[src/rtl/instruction_encoder_if.sv]
// Field-producer / memory-writer bus of instruction_encoder.
// Optional `illegal` flag exists only when ENCODER_ILLEGAL_CHECK_EN is defined.
interface instruction_encoder_if #(
   parameter int ADDR_WIDTH = 10
);
   logic                  clear;
   logic                  in_valid;
   logic                  in_ready;
   logic [6:0]            opcode;
   logic [4:0]            rd;
   logic [2:0]            func3;
   logic [4:0]            rs1;
   logic [4:0]            rs2;
   logic [6:0]            func7;
   logic [31:0]           imm;
   logic                  out_valid;
   logic                  out_ready;
   logic [31:0]           instr;
   logic [ADDR_WIDTH-1:0] addr;
   logic [15:0]           word_count;
`ifdef ENCODER_ILLEGAL_CHECK_EN
   logic                  illegal;
`endif

   modport master (
      output clear, in_valid, opcode, rd, func3, rs1, rs2, func7, imm, out_ready,
      input  in_ready, out_valid, instr, addr, word_count
`ifdef ENCODER_ILLEGAL_CHECK_EN
      , input illegal
`endif
   );

   modport slave (
      input  clear, in_valid, opcode, rd, func3, rs1, rs2, func7, imm, out_ready,
      output in_ready, out_valid, instr, addr, word_count
`ifdef ENCODER_ILLEGAL_CHECK_EN
      , output illegal
`endif
   );
endinterface

[src/rtl/instruction_encoder.sv]
// RV32I field packer feeding a small FIFO that streams words with sequential addresses.
// Optional feature macro: ENCODER_ILLEGAL_CHECK_EN (drop unknown opcodes, sticky `illegal` flag).
module instruction_encoder #(
   parameter int FIFO_DEPTH = 4,
   parameter int ADDR_WIDTH = 10,
   parameter int BASE_ADDR  = 0
) (
   input logic                  clk,
   input logic                  rst,
   instruction_encoder_if.slave enc
);
   localparam int                    PTR_W    = $clog2(FIFO_DEPTH);
   localparam logic [ADDR_WIDTH-1:0] ADDR_RST = ADDR_WIDTH'(BASE_ADDR);

   typedef enum logic [2:0] {
      FMT_R, FMT_I, FMT_SHIFT, FMT_S, FMT_B, FMT_U, FMT_J, FMT_BAD
   } fmt_e;

   fmt_e        w_fmt;
   logic [31:0] w_word;
   logic        w_legal;

   // NOTE: every always_comb output gets a default first so no path can infer a latch.
   always_comb begin
      w_fmt = FMT_BAD;
      case (enc.opcode)
         7'b0110011: w_fmt = FMT_R;
         7'b0010011: begin
            if (enc.func3 == 3'b001 || enc.func3 == 3'b101) w_fmt = FMT_SHIFT;
            else                                            w_fmt = FMT_I;
         end
         7'b0000011, 7'b1100111, 7'b1110011: w_fmt = FMT_I;
         7'b0100011: w_fmt = FMT_S;
         7'b1100011: w_fmt = FMT_B;
         7'b0110111, 7'b0010111: w_fmt = FMT_U;
         7'b1101111: w_fmt = FMT_J;
         default:    w_fmt = FMT_BAD;
      endcase
   end

   // Unknown opcodes fall through to R packing.
   always_comb begin
      w_word = {enc.func7, enc.rs2, enc.rs1, enc.func3, enc.rd, enc.opcode};
      case (w_fmt)
         FMT_I:     w_word = {enc.imm[11:0], enc.rs1, enc.func3, enc.rd, enc.opcode};
         FMT_SHIFT: w_word = {enc.func7, enc.imm[4:0], enc.rs1, enc.func3, enc.rd, enc.opcode};
         FMT_S:     w_word = {enc.imm[11:5], enc.rs2, enc.rs1, enc.func3, enc.imm[4:0], enc.opcode};
         FMT_B:     w_word = {enc.imm[12], enc.imm[10:5], enc.rs2, enc.rs1, enc.func3,
                              enc.imm[4:1], enc.imm[11], enc.opcode};
         FMT_U:     w_word = {enc.imm[31:12], enc.rd, enc.opcode};
         FMT_J:     w_word = {enc.imm[20], enc.imm[10:1], enc.imm[11], enc.imm[19:12],
                              enc.rd, enc.opcode};
         default:   w_word = {enc.func7, enc.rs2, enc.rs1, enc.func3, enc.rd, enc.opcode};
      endcase
   end

`ifdef ENCODER_ILLEGAL_CHECK_EN
   assign w_legal = (w_fmt != FMT_BAD);
`else
   assign w_legal = 1'b1;
`endif

   logic [PTR_W:0] r_wr_ptr;
   logic [PTR_W:0] r_rd_ptr;
   logic [31:0]    r_mem [FIFO_DEPTH];
   logic           w_full;
   logic           w_empty;
   logic           w_in_hs;
   logic           w_push;
   logic           w_pop;

   // The extra pointer bit distinguishes full from empty when the indices match.
   assign w_empty = (r_wr_ptr == r_rd_ptr);
   assign w_full  = (r_wr_ptr[PTR_W] != r_rd_ptr[PTR_W]) &&
                    (r_wr_ptr[PTR_W-1:0] == r_rd_ptr[PTR_W-1:0]);
   assign w_in_hs = enc.in_valid && !w_full;
   assign w_push  = w_in_hs && w_legal && !enc.clear;
   assign w_pop   = !w_empty && enc.out_ready && !enc.clear;

   // NOTE: storage is not reset; the pointers alone decide which entries are valid.
   always_ff @(posedge clk) begin
      if (w_push) r_mem[r_wr_ptr[PTR_W-1:0]] <= w_word;
   end

   // NOTE: sequential state uses non-blocking assignments so every register samples pre-edge values.
   always_ff @(posedge clk or posedge rst) begin
      if (rst) begin
         r_wr_ptr <= '0;
         r_rd_ptr <= '0;
      end else if (enc.clear) begin
         r_wr_ptr <= '0;
         r_rd_ptr <= '0;
      end else begin
         if (w_push) r_wr_ptr <= r_wr_ptr + (PTR_W+1)'(1);
         if (w_pop)  r_rd_ptr <= r_rd_ptr + (PTR_W+1)'(1);
      end
   end

   logic [ADDR_WIDTH-1:0] r_addr;
   logic [15:0]           r_word_count;

   always_ff @(posedge clk or posedge rst) begin
      if (rst) begin
         r_addr       <= ADDR_RST;
         r_word_count <= '0;
      end else if (enc.clear) begin
         r_addr       <= ADDR_RST;
         r_word_count <= '0;
      end else if (w_pop) begin
         r_addr <= r_addr + ADDR_WIDTH'(1);
         if (r_word_count != 16'hFFFF) r_word_count <= r_word_count + 16'd1;
      end
   end

`ifdef ENCODER_ILLEGAL_CHECK_EN
   logic r_illegal;

   always_ff @(posedge clk or posedge rst) begin
      if (rst)                              r_illegal <= 1'b0;
      else if (enc.clear)                   r_illegal <= 1'b0;
      else if (w_in_hs && !w_legal)         r_illegal <= 1'b1;
   end

   assign enc.illegal = r_illegal;
`endif

   assign enc.in_ready   = !w_full;
   assign enc.out_valid  = !w_empty;
   assign enc.instr      = w_empty ? 32'd0 : r_mem[r_rd_ptr[PTR_W-1:0]];
   assign enc.addr       = r_addr;
   assign enc.word_count = r_word_count;
endmodule

[src/flat_wrapper.sv]
// flat-port wrapper written by rule: the top's interface ports become plain ports
module instruction_encoder_flat 
#(
   parameter int FIFO_DEPTH = 4,
   parameter int ADDR_WIDTH = 10,
   parameter int BASE_ADDR  = 0
)
  (clk, rst, enc_clear, enc_in_valid, enc_opcode, enc_rd, enc_func3, enc_rs1, enc_rs2, enc_func7, enc_imm, enc_out_ready, enc_in_ready, enc_out_valid, enc_instr, enc_addr, enc_word_count);
  instruction_encoder_if #(.ADDR_WIDTH(ADDR_WIDTH)) enc_i ();
  input logic clk;
  input logic rst;
  input wire logic [$bits(enc_i.clear)-1:0] enc_clear;
  input wire logic [$bits(enc_i.in_valid)-1:0] enc_in_valid;
  input wire logic [$bits(enc_i.opcode)-1:0] enc_opcode;
  input wire logic [$bits(enc_i.rd)-1:0] enc_rd;
  input wire logic [$bits(enc_i.func3)-1:0] enc_func3;
  input wire logic [$bits(enc_i.rs1)-1:0] enc_rs1;
  input wire logic [$bits(enc_i.rs2)-1:0] enc_rs2;
  input wire logic [$bits(enc_i.func7)-1:0] enc_func7;
  input wire logic [$bits(enc_i.imm)-1:0] enc_imm;
  input wire logic [$bits(enc_i.out_ready)-1:0] enc_out_ready;
  output wire logic [$bits(enc_i.in_ready)-1:0] enc_in_ready;
  output wire logic [$bits(enc_i.out_valid)-1:0] enc_out_valid;
  output wire logic [$bits(enc_i.instr)-1:0] enc_instr;
  output wire logic [$bits(enc_i.addr)-1:0] enc_addr;
  output wire logic [$bits(enc_i.word_count)-1:0] enc_word_count;
  assign enc_i.clear = enc_clear;
  assign enc_i.in_valid = enc_in_valid;
  assign enc_i.opcode = enc_opcode;
  assign enc_i.rd = enc_rd;
  assign enc_i.func3 = enc_func3;
  assign enc_i.rs1 = enc_rs1;
  assign enc_i.rs2 = enc_rs2;
  assign enc_i.func7 = enc_func7;
  assign enc_i.imm = enc_imm;
  assign enc_i.out_ready = enc_out_ready;
  assign enc_in_ready = enc_i.in_ready;
  assign enc_out_valid = enc_i.out_valid;
  assign enc_instr = enc_i.instr;
  assign enc_addr = enc_i.addr;
  assign enc_word_count = enc_i.word_count;
  instruction_encoder #(.FIFO_DEPTH(FIFO_DEPTH), .ADDR_WIDTH(ADDR_WIDTH), .BASE_ADDR(BASE_ADDR)) u_core (.clk(clk), .rst(rst), .enc(enc_i));
endmodule
[config.mk]
export PLATFORM = sky130hd
export DESIGN_NAME = instruction_encoder_flat
export DESIGN_NICKNAME = d
export VERILOG_FILES = /design/src/rtl/instruction_encoder_if.sv /design/src/rtl/instruction_encoder.sv /design/src/flat_wrapper.sv
export SDC_FILE = /design/constraint.sdc
export NUM_CORES = 1
export LEC_CHECK = 0
export ABC_CLOCK_PERIOD_IN_PS = 2840
export BUFFER_PORTS_ARGS = -buffer_cell sky130_fd_sc_hd__clkbuf_2
export CAP_MARGIN = 25
export CORE_UTILIZATION = 57
export CTS_BUF_LIST = sky130_fd_sc_hd__clkbuf_4 sky130_fd_sc_hd__clkbuf_8
export CTS_CLUSTER_DIAMETER = 120
export DETAILED_ROUTE_END_ITERATION = 6
export PLACE_DENSITY = 0.91
export SKIP_LAST_GASP = 1
export SYNTH_ARGS = -nofsm -noshare
export SYNTH_HDL_FRONTEND = slang
export SYNTH_SLANG_ARGS = --single-unit
export TNS_END_PERCENT = 30
[constraint.sdc]
create_clock -name clk -period 2.84 [get_ports clk]
set_input_delay 0 -clock clk [delete_from_list [all_inputs] [get_ports clk]]
set_output_delay 0 -clock clk [all_outputs]
set_load 0.02 [all_outputs]
* Word-level counts from Yosys, hierarchy flattened
Memories as Yosys holds them, arrays and structs flattened.
Index checks and enable logic that the tools add are counted.
** Storage, ports and cells
- Logic and storage cells :: 61
- Output and inout port bits :: 60
- Memory bits (writable) :: 128
- Memories kept :: 1
- Register bits after elaboration :: 32
- Input port bits :: 69
** Operators by class
- Eq/ne operators :: 22
- Muxes and demuxes :: 15
- Add/subtract/negate cells :: 4
- Reduce and logical (&&, ||, !) cells :: 15
** Memory list
- u_core.r_mem :: words 4, bits a word 32, read ports 1, clocked after Yosys merged registers in 0, wr ports 1, RTL line instruction_encoder.sv:65 : logic [31:0] r_mem [FIFO_DEPTH];
** Operators with widths (count)
- 32-bit case mux with 6 select lines :: 1
- 16-bit 2-to-1 mux :: 3
- 32-bit 2-to-1 mux :: 1
- 7-bit == test, second input constant :: 4
- 7-bit by 6-bit == test with 1-bit output, second input constant :: 3
- 3-bit case mux with 7 select lines :: 1
- 10-bit 2-to-1 mux :: 2
- 16-bit by 1-bit adder with 16-bit output, second input constant :: 1
- 16-bit inequality test, second input constant :: 1
- 7-bit by 5-bit == test with 1-bit output, second input constant :: 2
- 3-bit == test, second input constant :: 4
- 3-bit 2-to-1 mux :: 4
- 10-bit by 1-bit adder with 10-bit output, second input constant :: 1
- 7-bit by 2-bit == test with 1-bit output, second input constant :: 1
- 3-bit by 1-bit adder with 3-bit output, second input constant :: 2
- 3-bit by 1-bit == test with 1-bit output, second input constant :: 2
- 3-bit by 2-bit == test with 1-bit output, second input constant :: 2
- 2-bit nonzero test :: 3
- 1-bit logical AND :: 5
- 3-bit == test :: 1
- 1-bit logical NOT :: 3
- 3-bit OR reduction :: 1
- 2-bit == test :: 1
- 1-bit 2-to-1 mux :: 2
- 5 further kinds :: 5

* Logic depth before layout (Yosys ltp)
Gate-level depths: netlist (run 1).
- Depth after elaboration :: 7
- Depth in mapped cells :: 8
- Mapped depth without buffers :: 6

* Worst setup path after synthesis (run 1)
Ideal clock, no wire load.
- Kind :: register -> register
- From :: register u_core.r_rd_ptr[1]
- To :: memory u_core.r_mem[0][0] (enable)
- Path buffers :: 1
- Library setup time :: 0.392 ns
- Data required time :: 2.448 ns
- Cell stages (with the launch flop) :: 7
- Slack :: 0.308 ns
- Period minus slack after synthesis :: 2.532 ns
- Data arrival time :: 2.140 ns
- Cell sequence :: dfrtp_1 > buf_4 > xor2_1 > or3_1 > nand2_1 > nor2_1 > and2_1
** On the way
- Cells in the longest elaborated chain, start to end :: 7
** RTL lines
- start, declared :: RTL line instruction_encoder.sv:64 : logic [PTR_W:0] r_rd_ptr;
- start signal, assigned :: RTL line instruction_encoder.sv:95 : if (w_pop) r_rd_ptr <= r_rd_ptr + (PTR_W+1)'(1);
- 2-bit == test :: RTL line instruction_encoder.sv:75 : (r_wr_ptr[PTR_W-1:0] == r_rd_ptr[PTR_W-1:0]);
- 1-bit logical AND :: RTL line instruction_encoder.sv:74 : assign w_full = (r_wr_ptr[PTR_W] != r_rd_ptr[PTR_W]) &&
- 1-bit logical NOT
- via enc_in_ready :: RTL line flat_wrapper.sv:22 : output wire logic [$bits(enc_i.in_ready)-1:0] enc_in_ready;
- 1-bit logical AND :: RTL line instruction_encoder.sv:76 : assign w_in_hs = enc.in_valid && !w_full;
- 1-bit logical AND :: RTL line instruction_encoder.sv:77 : assign w_push = w_in_hs && w_legal && !enc.clear;
- 1-bit 2-to-1 mux :: RTL line instruction_encoder.sv:82 : if (w_push) r_mem[r_wr_ptr[PTR_W-1:0]] <= w_word;
- 1-bit 2-to-1 mux (not written as such) :: RTL line instruction_encoder.sv:82
- end, declared :: RTL line instruction_encoder.sv:65
The timed path passes the listed nets, and every way through them passes these cells.

* Worst setup path in the final report (run 1)
- From :: input enc_opcode[4]
- To :: memory u_core.r_mem[3][24], data pin
** On the way
- Cells in the longest elaborated chain, start to end :: 5
- Elaborated cells on any way between the ends :: 20
- Classes of those cells :: eq/ne (16); mux (2); reduce/logical (2)
** RTL lines
- start, declared :: RTL line flat_wrapper.sv:14 : input wire logic [$bits(enc_i.opcode)-1:0] enc_opcode;
- 7-bit by 2-bit == test with 1-bit output (tied with other cells) :: RTL line instruction_encoder.sv:26 : case (enc.opcode)
- 3-bit OR reduction / 2-bit OR reduction (equally long branches) :: RTL line instruction_encoder.sv:26
- 3-bit case mux with 7 select lines (*) :: RTL line instruction_encoder.sv:26
- 3-bit == test (tied with other cells) :: RTL line instruction_encoder.sv:44 : case (w_fmt)
- 32-bit case mux with 6 select lines (*) :: RTL line instruction_encoder.sv:44
- via u_core.w_word[24] :: RTL line instruction_encoder.sv:20 : logic [31:0] w_word;
The timed path passes the listed nets; every way through them passes the cells marked *.

==> results of run 1 <==
-- stage by stage --
stage	setup WS, ps	area (sq um)	utilization
floorplan	308	7280	-
global placement	695	8110	0.664
detailed placement	542	8110	0.664
CTS	243	9040	0.741
global route	42.1	9050	0.741
finish	120	9050	0.741
-- metal layers --
metal / vias up / wire length (microns) / global-route usage
met1: 2512 / 6330 / 0.340
met2: 328 / 9490 / 0.507
met3: 72 / 1300 / 0.0601
met4: 0 / 896 / 0.177
met5: - / 0 / 0
li1: 2259 / - / -
-- power by group through the flow --
| stage | logic, mW | registers, mW | clock network, mW |
|---|---|---|---|
| after global routing | 1.48 | 2.67 | 1.82 |
| after global placement | 1.28 | 2.70 | 0 |
| after floorplan | 0.878 | 2.71 | 0 |
| after detailed placement | 1.30 | 2.71 | 0 |
| after CTS | 1.37 | 2.66 | 1.71 |
| final | 1.38 | 2.66 | 1.72 |
-- kinds of logic (layout without fill, tap and decap cells) --
logic type	after synthesis	after routing
fa+ha+maj	7	7
simple gates	175	175
compound gates	40	40
other cells	0	1
flops	160	160
mux	47	47
buf+inv	34	233
xor+xnor	30	30
-- synth_stat cells (all sizes together), types with 9 or more instances --
library cell	n
nor2	36
xnor2	19
clkbuf	12
buf	15
xor2	11
nand3	12
mux2	12
dfrtp	32
edfxtp	128
nor4	14
and2	9
nand2	35
mux4	32
nand4	11
nor2b	34
-- worst max-delay path by stage --
stage,end,cells after the start
after floorplan,u_core.r_mem[0][0],6
final,u_core.r_mem[3][24],8
after global placement,u_core.r_mem[1][8],6
after global routing,u_core.r_mem[2][14],7
after CTS,u_core.r_mem[1][26],8
after detailed placement,u_core.r_mem[1][8],6
-- layout make-up --
cell class | instances | area, sq um | share of cell area
multi-input combinational | 299 | 2490 | 0.275
clock inverter | 13 | 153 | 0.0169
tap | 168 | 210 | 0.0232
clock buffer | 19 | 255 | 0.0282
timing repair buffer | 194 | 1270 | 0.140
sequential | 160 | 4650 | 0.513
inverter | 7 | 26.3 | 0.00290
antenna | 1 | 2.50 | 0.000276
-- timing repair --
item	in CTS	in global routing
setup endpoints to repair	0	4
endpoints found under the hold margin	146	0
hold buffers	53	0
resized for setup	0	1
-- sequential cells by signal, summed over array words and instances (netlist names) --
name                   cells
u_core.enc.addr           10
u_core.enc.word_count     16
u_core.r_mem             128
u_core.r_rd_ptr            3
u_core.r_wr_ptr            3
-- layout by cell type (no fill, tap or decap), types with 2 or more instances in the layout --
| master | synthesis | layout |
|---|---|---|
| sky130_fd_sc_hd__nand2_1 | 35 | 35 |
| sky130_fd_sc_hd__dfrtp_2 | 0 | 2 |
| sky130_fd_sc_hd__buf_4 | 2 | 13 |
| sky130_fd_sc_hd__clkbuf_8 | 0 | 18 |
| sky130_fd_sc_hd__nor4b_1 | 2 | 2 |
| sky130_fd_sc_hd__a31oi_1 | 3 | 3 |
| sky130_fd_sc_hd__dfrtp_1 | 32 | 30 |
| sky130_fd_sc_hd__ha_1 | 7 | 7 |
| sky130_fd_sc_hd__dlygate4sd3_1 | 0 | 53 |
| sky130_fd_sc_hd__inv_1 | 7 | 7 |
| sky130_fd_sc_hd__inv_6 | 0 | 4 |
| sky130_fd_sc_hd__and3_1 | 3 | 3 |
| sky130_fd_sc_hd__and4_1 | 2 | 2 |
| sky130_fd_sc_hd__bufinv_16 | 0 | 2 |
| sky130_fd_sc_hd__mux2_2 | 12 | 12 |
| sky130_fd_sc_hd__xor2_1 | 11 | 11 |
| sky130_fd_sc_hd__xnor2_1 | 19 | 19 |
| sky130_fd_sc_hd__a21oi_1 | 6 | 6 |
| sky130_fd_sc_hd__mux4_2 | 32 | 32 |
| sky130_fd_sc_hd__nor2_1 | 36 | 36 |
| sky130_fd_sc_hd__edfxtp_1 | 128 | 128 |
| sky130_fd_sc_hd__nand3_1 | 12 | 12 |
| sky130_fd_sc_hd__clkbuf_2 | 0 | 128 |
| sky130_fd_sc_hd__nor4_2 | 2 | 2 |
| sky130_fd_sc_hd__o21ai_0 | 2 | 2 |
| sky130_fd_sc_hd__nand4_1 | 11 | 11 |
| sky130_fd_sc_hd__clkinvlp_4 | 0 | 5 |
| sky130_fd_sc_hd__mux2i_1 | 3 | 3 |
| sky130_fd_sc_hd__nor4_1 | 12 | 12 |
| sky130_fd_sc_hd__a221o_1 | 6 | 6 |
| sky130_fd_sc_hd__o31a_1 | 2 | 2 |
| sky130_fd_sc_hd__nor3_1 | 7 | 6 |
| sky130_fd_sc_hd__and2_2 | 0 | 4 |
| sky130_fd_sc_hd__nor2b_1 | 34 | 34 |
| sky130_fd_sc_hd__o211ai_1 | 6 | 6 |
| sky130_fd_sc_hd__and2_1 | 9 | 5 |
| sky130_fd_sc_hd__a22oi_1 | 6 | 6 |
| sky130_fd_sc_hd__or3_1 | 2 | 2 |
-- worst reg2reg max path, delay by kind of cell, from the launching register on --
kind | cells | cell delay (ps)
simple gates | 4 | 710
flops | 1 | 440
buf+inv | 1 | 420
xor+xnor | 1 | 360
==> results, run 1 <==
- The flow ran to the end, and the final reports show no timing, DRC or antenna violations.
- The worst hold slack across all endpoints is 28.4 ps.
- The number of synthesized register bits is 160.
- The net count of the finished layout is 755.
- The static leakage is 3.39 nW.
- The routed wire length is 18.0 mm.
- The placed wire-length estimate after detailed placement is 10.3 mm.
- The number of port buffers is 128.
- Of the post-synthesis cell area, the part taken by muxes is 0.122.
- Together, buffers and inverters on the worst path number 3.
- After routing, the total negative slack on setup checks comes to 0 ps.
- The maximum clock skew at final layout is 24.4 ps.
- The total power is 5.76 mW.
- The final critical-path required period is 2720 ps.
- The number of different library cells used by synthesis comes to 49.
- The clock tree from TritonCTS is built.
- The proportion of power drawn by the clock network is 0.298.
- The cell chosen for the clock root is sky130_fd_sc_hd__clkbuf_8.
- The area growth from synthesis to layout is 24.4%.
- Measured against its own limit, the worst slew margin works out to 0.559.
- The number of top-level pins is 129.
- The switching power total is 1.75 mW.
- Buffers added to address setup during post-CTS repair amount to 0.
- The number of max-slew violations in the final report is 0.
- Walking the worst path, the cells encountered are dlygate4sd3_1 > clkbuf_2 > nand2b_4 > or3b_1 > a41o_1 > and2_1 > a221o_1 > dlygate4sd3_1.
- In this run the worst path has a maximum fanout of 12.
- The endpoint with the worst hold slack is u_core.r_mem[3][28].
- For the pin with the worst max-slew slack, the measured transition is 662 ps.
- The number of hold violations in the final report came to 0.
- The total of fill cells in the finished design is 741.
- The startpoint kind of the worst setup timing path is an input pin.
- The share of the synthesized area in compound gates (AO/OA/AOI/OAI) is 0.0409.
- For this run, the register share of the synthesized area comes to 0.638.
- The antenna violation net count after detailed routing is 0.
- The tightest min-delay check is of the input pin to flop type.
- The share of the clock period used by the worst path after layout is 0.958.
- At the end of routability-driven placement, the weighted congestion stood at 0.859.
- The count of unresolved DRC violations after routing is 0.
- The number of CTS-inserted buffers is 17.
- The synthesized design contains 128 enable-type register cells.
- Entering global routing, the biggest net connects 35 pins.
- The power share of the combinational group is 0.240.
- The row count is 40.
- The initial core utilization is 0.596.
- The switching share of total power is 0.303.
- The largest total area in the synthesized netlist belongs to sky130_fd_sc_hd__edfxtp_1.
- The final-report setup violation count is 0.
- The core area is 12,200 sq um.
- Among cell families on the critical path, the largest total delay comes from buffers and inverters.
- Among all flip-flop cells after synthesis, the most frequent one is sky130_fd_sc_hd__edfxtp_1.
- Timing would allow up to 368 MHz.
- The worst-case IR drop observed on VDD is 529 uV.
- For this block, the initial DRC count from the detailed router was 554.
- Of the cells placed in the final design, the portion with a size suffix greater than 1 is 0.334.
- Once placement completed, the tool counted placed cells totaling 775.
- Setup repair after global routing left no endpoint under its margin.
- The type of element capturing the critical path is a flop.
- The first TritonRoute pass finished after 5 iterations.
- The fraction of registers with async set/reset is 0.200.
- The startpoint of the most critical hold path is enc_imm[28].
- The cell count after synthesis came out at 493.
- The total overflow reported by the global router is 0.
- The adder-cell area share of the yosys netlist is 0.0120.
- In the final routed layout, each cell accounts on average for 20.9 microns.
- The die extent in x is 115 microns.
- For the worst setup path, the data arrival time is 2900 ps.
- The tree built by TritonCTS fans out to 160 sinks.
- The aggregate global-route resource usage is 0.294.
- The die outline area is 13,200 sq um.
- The cell area after technology mapping is 7280 sq um.
- The launching element of the worst setup path is enc_opcode[4].
- Data on the critical path is required at its endpoint by 3020 ps.
- The average size of a mapped cell is 14.8 sq um.
- The worst register-to-register path has a depth of 6.
- The count of synthesis-stage warnings from yosys is 0.
- The finished layout holds 861 standard cells, fillers aside.
- In this design, the critical path's most frequently occurring cell is sky130_fd_sc_hd__dlygate4sd3_1.
- The first global-routing pass estimated 28.2 mm of wire.
- The vertical die dimension is 115 microns.
- The number of global-route vias before repair is 5,331.
- Counting every net in the synthesized netlist gives 569.
- The share of total power dissipated in sequential elements is 0.462.
- The total number of vias is 5,171.
- The tool flagged a number of max-cap violations equal to 0.
- The ratio of total power to cell area is 636 nW/um^2.
- By area, the combinational part of the netlist is dominated by simple AND/OR/NAND/NOR gates.
- The startpoint identified for the worst register-to-register timing path is u_core.r_wr_ptr[1].
- The share of the synthesized netlist area taken by xor and xnor gates is 0.0361.
- Clock-pin slew was measured on the worst setup and hold paths at 90 ps.
- The simple-gate area share of the yosys netlist is 0.129.
- The initial antenna violation count is 1.
- No sink is reached through more buffers than the 2 on the longest clock path.
- At the later pin of the worst-skew pair, clock insertion delay measures 460 ps.
- In this design, the stage delay of the slowest critical-path cell is 620 ps.
- In the routed layout, each cell is associated on average with a via count of 6.01.
- The internal power of the cells totals 4.01 mW.
- The share of the synthesized area in the top cell type is 0.528.
- The reg-to-reg setup timing slack is 520 ps.
- The worst flop-to-flop path endpoint is u_core.r_mem[1][19].
- By startpoint and endpoint, the worst setup path is classified as input pin to flop.
- The slowest stage of the critical path is the sky130_fd_sc_hd__dlygate4sd3_1 cell.
- The worst hold path was traced through 3 stages.
- In the post-synthesis netlist, the biggest area contributors are sky130_fd_sc_hd__edfxtp_1 53%, sky130_fd_sc_hd__dfrtp_1 11%, sky130_fd_sc_hd__mux4_2 9.9%, sky130_fd_sc_hd__nor2b_1 2.9%, sky130_fd_sc_hd__xnor2_1 2.3%.
- The clock tree synthesis step divided the H-tree into 4 levels.
No activity file was read; power rests on OpenSTA's default activity.
==> run 2, diff against run 1 <==
Settings changed: ABC_CLOCK_PERIOD_IN_PS 2840 to 2300, CORE_UTILIZATION 57 to 52, PLACE_DENSITY 0.91 to 0.88.
Clock period 2.84 ns to 2.3 ns, I/O delays scaled along.
==> results, run 2 (synthesis gave the netlist of run 1 again) <==
- The initial core utilization is 0.541.
- The die extent in x is 120 microns.
- The antenna violation net count after detailed routing is 0.
- The total number of vias is 5,076.
- The number of hold violations in the final report is 0.
- The routed wire length is 16.7 mm.
- The smallest setup slack after layout is -51.6 ps.
- The count of unresolved DRC violations after routing is 0.
- The clock latency on the worst-skew pair is 440 ps.
- Setup violations remaining at the end of the flow were counted as 24.
- The placer congestion estimate is 0.830.
- The layout has 943 filler cells.
- The number of max-slew violations in the final report came to 0.
- The final critical-path required period is 2350 ps.
- The initial antenna violation count came to 0.
- The pre-antenna-repair detailed-routing pass consisted of 7 iterations.
- TritonCTS built the clock tree.
- The critical path required time is 2480 ps.
- The floorplan step defined a core boundary enclosing 13,500 sq um.
- Setup repair after global routing could not meet its margin everywhere.
- The via density per instance is 5.87.
- The initialized floorplan defines 42 standard-cell rows.
- The die outline area is 14,500 sq um.
- Entering global routing, the biggest net connects 35 pins.
- The final reports fail on setup timing.
- The worst hold path was traced through 3 stages.
- The number of max-cap violations is 0.
- The maximum clock skew at final layout is 9.42 ps.
- After global routing the overflow that remains totals 0.
- The highest fanout seen on the critical path is 17.
- In this run the number of H-tree levels came out at 4.
- In this run the worst hold path is classified as input pin to flop.
- Post-CTS timing repair inserted 0 buffers for setup.
- At the pin with the least slew margin, the transition time is 864 ps.
- Prior to clock tree synthesis, the placed netlist has a worst setup slack of -11.6 ps.
- Compared with the post-synthesis result, the final layout area differs by 23.7%.
- The type of element capturing the critical path is a flop.
- For this run, the post-layout net count is 753.
- Summing all non-filler instances in the final layout gives an area of 9010 sq um.
- Leaving out fill and tap cells, the most frequent cells in the layout are 128 x sky130_fd_sc_hd__clkbuf_2, 128 x sky130_fd_sc_hd__edfxtp_1, 50 x sky130_fd_sc_hd__dlygate4sd3_1.
- In this run, CTS created clock tree buffers numbering 17.
- The worst IR drop on VDD is 519 uV.
- The wire-length estimate of the detail-placed layout is 10.3 mm.
- The static leakage is 3.38 nW.
- The vertical die dimension is 120 microns.
- The first-pass GRT wire length is 26.0 mm.
- For this run, the top clock speed supported by timing is 425 MHz.
- The critical path is of the input pin to flop type.
- The fraction of final layout cells with drive strength greater than 1 is 0.329.
- The number of global-route vias before repair is 5,216.
- The worst-case headroom to the max-slew limit is 0.424.
- The number of top-level pins is 129.
- The total clock sinks is 160.
- The startpoint kind of the worst setup timing path is an input pin.
- The share of the clock period used by the worst path after layout is 1.02.
- The register with the most flip-flops in the layout has 128 of them.
- The maximum clock insertion buffer count is 2.
- Once placement finished, the instance area stood at 8120 sq um.
- For the worst flop-to-flop path, the logic depth is 5.
- The clock-pin slew of the registers on the worst-case setup and hold paths is 80 ps.
- The number of DRC markers in iteration 0 is 382.
- The cell chosen for the clock root is sky130_fd_sc_hd__clkbuf_8.
- The aggregate global-route resource usage is 0.242.
- After detailed routing, the average wire length per cell comes to 19.3 microns.
- The flow ran to the end, but the final reports show violations.
- The count of buffers added on input and output ports is 128.
- The ratio of total power to cell area is 769 nW/um^2.
- At the worst endpoint, the arrival time is 2530 ps.
- The number of antenna diodes in the final layout is 0.
-- run 2: changes by cell type in the layout (fill, tap and decap cells not counted), sizes merged --
cell	change
clkbuf	-2
inv	-4
dlygate4sd3	-3
diode	-1
clkinv	+7
clkinvlp	-2
buf	+1
-- run 2: cell type report --
| cell class | instances | area [sq um] | area share |
|---|---|---|---|
| clock buffers | 17 | 234 | 0.0260 |
| clock inverters | 14 | 143 | 0.0158 |
| inverters | 7 | 26.3 | 0.00292 |
| multi-input cells | 299 | 2490 | 0.276 |
| flip-flops and latches | 160 | 4650 | 0.516 |
| well taps | 176 | 220 | 0.0245 |
| repair buffers | 192 | 1250 | 0.139 |
-- run 2: worst paths after layout --
check	start	end	slack (ps)
setup / recovery	enc_opcode[2]	u_core.r_mem[0][11]	-50
hold / removal	enc_imm[25]	u_core.r_mem[2][25]	50
min in group asynchronous	rst	u_core.enc.addr[7]	180
setup reg to reg	u_core.r_wr_ptr[1]	u_core.r_mem[3][30]	0
max in group asynchronous	rst	u_core.r_rd_ptr[0]	1800
hold reg to reg	u_core.enc.addr[9]	u_core.enc.addr[9]	550
-- run 2: worst max-delay path, stage by stage --
cell and delay (ps):
sky130_fd_sc_hd__dlygate4sd3_1 540, sky130_fd_sc_hd__clkbuf_2 250, sky130_fd_sc_hd__nor2_1 260, sky130_fd_sc_hd__nand4_1 420, sky130_fd_sc_hd__mux2_2 430, sky130_fd_sc_hd__dlygate4sd3_1 610
-- run 2: repair_timing --
| item | in CTS | in global routing |
|---|---|---|
| setup endpoints to repair | 106 | 172 |
| resized for setup | 1 | 1 |
| hold buffers | 49 | 1 |
| endpoints found under the hold margin | 147 | 4 |
-- run 2: power breakdown --
group          leakage [nW]  switching [mW]  internal [mW]
clock network         0.181            1.00          0.952
registers              1.60          0.0518           3.24
logic                  1.60           0.992          0.692
-- run 2: layer usage --
metal  global-route usage  vias up  routed length [microns]  share of wire
met2                0.417      252                     8790           0.53
met3               0.0750       45                     1130          0.068
met4                0.116        0                      505          0.030
met5                    0        -                        0              0
li1                     -     2253                        -              -
met1                0.275     2526                     6300           0.38
-- run 2: through the flow --
stage,hold slack [ps],util,cells,setup TNS (ps),power (mW)
after floorplan,98.9,-,493,-14790,4.43
after global placement,80.5,0.604,784,0,4.93
after detailed placement,93.1,0.604,784,-410,4.96
after CTS,5.29,0.669,864,-880,6.96
after global routing,23.3,0.669,865,-21290,7.22
final,54.8,0.669,865,-776,6.93
==> run 3, diff against run 2 <==
==> constraint.sdc (replaced) <==
create_clock -name clk -period 2.3 [get_ports clk]
set_input_delay 0.23 -clock clk [delete_from_list [all_inputs] [get_ports clk]]
set_output_delay 0.23 -clock clk [all_outputs]
set_load 0.02 [all_outputs]
==> results, run 3 (synthesis gave the netlist of run 1 again) <==
- The floorplan step defined a die boundary enclosing 14,500 sq um.
- For the worst setup path, the data arrival time is 2330 ps.
- The number of top-level pins is 129.
- The worst setup path is captured at a flop.
- The number of antenna diodes in the final layout is 0.
- The number of hold violations in the final report is 0.
- Clock-pin slew was measured on the worst setup and hold paths at 80 ps.
- The number of DRC markers in iteration 0 is 408.
- The critical path required time is 2370 ps.
- Setup repair after global routing could not meet its margin everywhere.
- The clock tree from TritonCTS is built.
- The storage element area is 4650 sq um.
- The static leakage is 3.20 nW.
- The tightest min-delay check is of the input pin to flop type.
- The maximum clock insertion buffer count is 2.
- The placed wire-length estimate after detailed placement is 10.4 mm.
- The die is 120 microns wide.
- The first global-routing pass estimated 24.5 mm of wire.
- The initialized floorplan defines 42 standard-cell rows.
- The tightest hold path in the finished design has a slack of 70.4 ps.
- The pre-CTS worst setup slack is 27.7 ps.
- The number of max-slew violations in the final report was 0.
- The number of CTS-inserted buffers is 17.
- Setup slack on the critical path of the routed design comes to 36.6 ps.
- The final setup TNS is 0 ps.
- For the worst-skew pair, the clock arrives at the later sink with an insertion delay of 440 ps.
- Based on the critical path, the design can be clocked at up to 442 MHz.
- After routing the design area is 8560 sq um.
- The final critical-path required period is 2260 ps.
- The relative area change from synthesis to final layout is 17.6%.
- The total clock sinks is 160.
- The transition at the pin with the smallest max-transition slack is 887 ps.
- Across the run, the number of max-cap violations was 0.
- The antenna violation net count after detailed routing is 0.
- Buffers placed on the I/O ports in this run total 128.
- The fraction of final layout cells with drive strength greater than 1 is 0.357.
- The post-layout instance count excluding filler cells is 820.
- The worst pin sits at a relative slew slack of 0.409.
- The multi-input combinational cells in the finished layout cover a total of 2480 sq um.
- The vertical die dimension is 120 microns.
- The share of the clock period used by the worst path after layout is 0.984.
- The final layout net count is 707.
- The cell count after placement is 787.
- The routed wire length is 15.3 mm.
- The tree is rooted in a sky130_fd_sc_hd__clkbuf_8.
- The type of the setup path with the least slack is flop to flop.
- Summing over every cut layer, the via total after detailed routing is 4,806.
- At the end of routability-driven placement, the weighted congestion stood at 0.816.
- In the routed design, unresolved DRC markers number 0.
- Counting the fill cells in the layout gives 982.
- The number of global-route vias before repair is 4,821.
- The number of flip-flops under the largest register name is 128.
- The total placed instance area is 8160 sq um.
- The run finished with clean final reports.
- In the layout the commonest cells are 128 x sky130_fd_sc_hd__clkbuf_2, 128 x sky130_fd_sc_hd__edfxtp_1, 36 x sky130_fd_sc_hd__nor2_1.
- Setup violations remaining at the end of the flow were counted as 0.
- The design draws 6.92 mW.
- The ratio of total power to cell area is 809 nW/um^2.
- VDD sags by at most 728 uV.
- The H-tree depth is 4.
- On the final layout, the worst clock skew is 8.26 ps.
- The via density per instance is 5.86.
- In the final routed layout, each cell accounts on average for 18.7 microns.
- The highest fanout seen on the critical path is 32.
- The core region is 13,500 sq um.
- The total overflow reported by the global router is 0.
- The worst setup path is launched from a flop.
- The initial antenna violation count came to 0.
- For this run, the share of the core covered by cells in the final layout is 0.636.
- For this configuration, the core starts out at a cell density of 0.541.
- The aggregate global-route resource usage is 0.226.
- The largest net degree at the start of global routing is 35.
- The number of iterations in the first detailed-routing pass is 5.
- The buffers inserted during post-CTS setup optimization is 0.
run 3: changes by cell type in the layout (fill, tap and decap cells not counted), sizes merged:
cell         previous run  this run
dlygate4sd3            50         1
inv                     8        11
clkbuf                145       146
clkinvlp                3         2
buf                    14        17
clkinv                  8         6
run 3: cell type report:
class | instances | share of cell area
inverters | 7 | 0.00307
repair buffers | 146 | 0.0938
clock buffers | 18 | 0.0282
flip-flops and latches | 160 | 0.543
multi-input cells | 299 | 0.290
clock inverters | 14 | 0.0161
well taps | 176 | 0.0257
run 3: path summary, 6_finish.rpt:
path | startpoint | end | slack, ps | cells after the start
setup / recovery | u_core.r_wr_ptr[1] | u_core.r_mem[1][26] | 40 | 5
hold / removal | enc_in_valid | u_core.r_wr_ptr[1] | 70 | 3
setup reg to reg | u_core.r_wr_ptr[1] | u_core.r_mem[1][26] | 40 | 5
hold reg to reg | u_core.enc.addr[9] | u_core.enc.addr[9] | 570 | 2
max in group asynchronous | rst | u_core.enc.word_count[2] | 1280 | 4
min in group asynchronous | rst | u_core.enc.addr[2] | 330 | 3
run 3: timing repair:
item | CTS | global route
hold endpoints to repair | 12 | 0
hold buffers | 1 | 0
setup endpoints to repair | 32 | 161
gates resized for setup | 3 | 0
run 3: where the power goes:
| group | switching (mW) | internal, mW | total [mW] |
|---|---|---|---|
| combinational | 0.972 | 0.672 | 1.64 |
| sequential | 0.0539 | 3.23 | 3.29 |
| clock | 1.02 | 0.974 | 1.99 |
run 3: layer usage:
metal / GRT usage / routed length [microns] / vias to the layer above
met5: 0 / 0 / -
li1: - / - / 2165
met3: 0.0613 / 958 / 24
met1: 0.275 / 6160 / 2399
met2: 0.384 / 7970 / 218
met4: 0.0849 / 253 / 0
run 3: worst max-delay path: stages, from the launching register on:
cell and delay (ps):
sky130_fd_sc_hd__dfrtp_1 440, sky130_fd_sc_hd__xor2_1 230, sky130_fd_sc_hd__or3_1 160, sky130_fd_sc_hd__nand2_1 110, sky130_fd_sc_hd__nor2_1 170, sky130_fd_sc_hd__and2_2 760
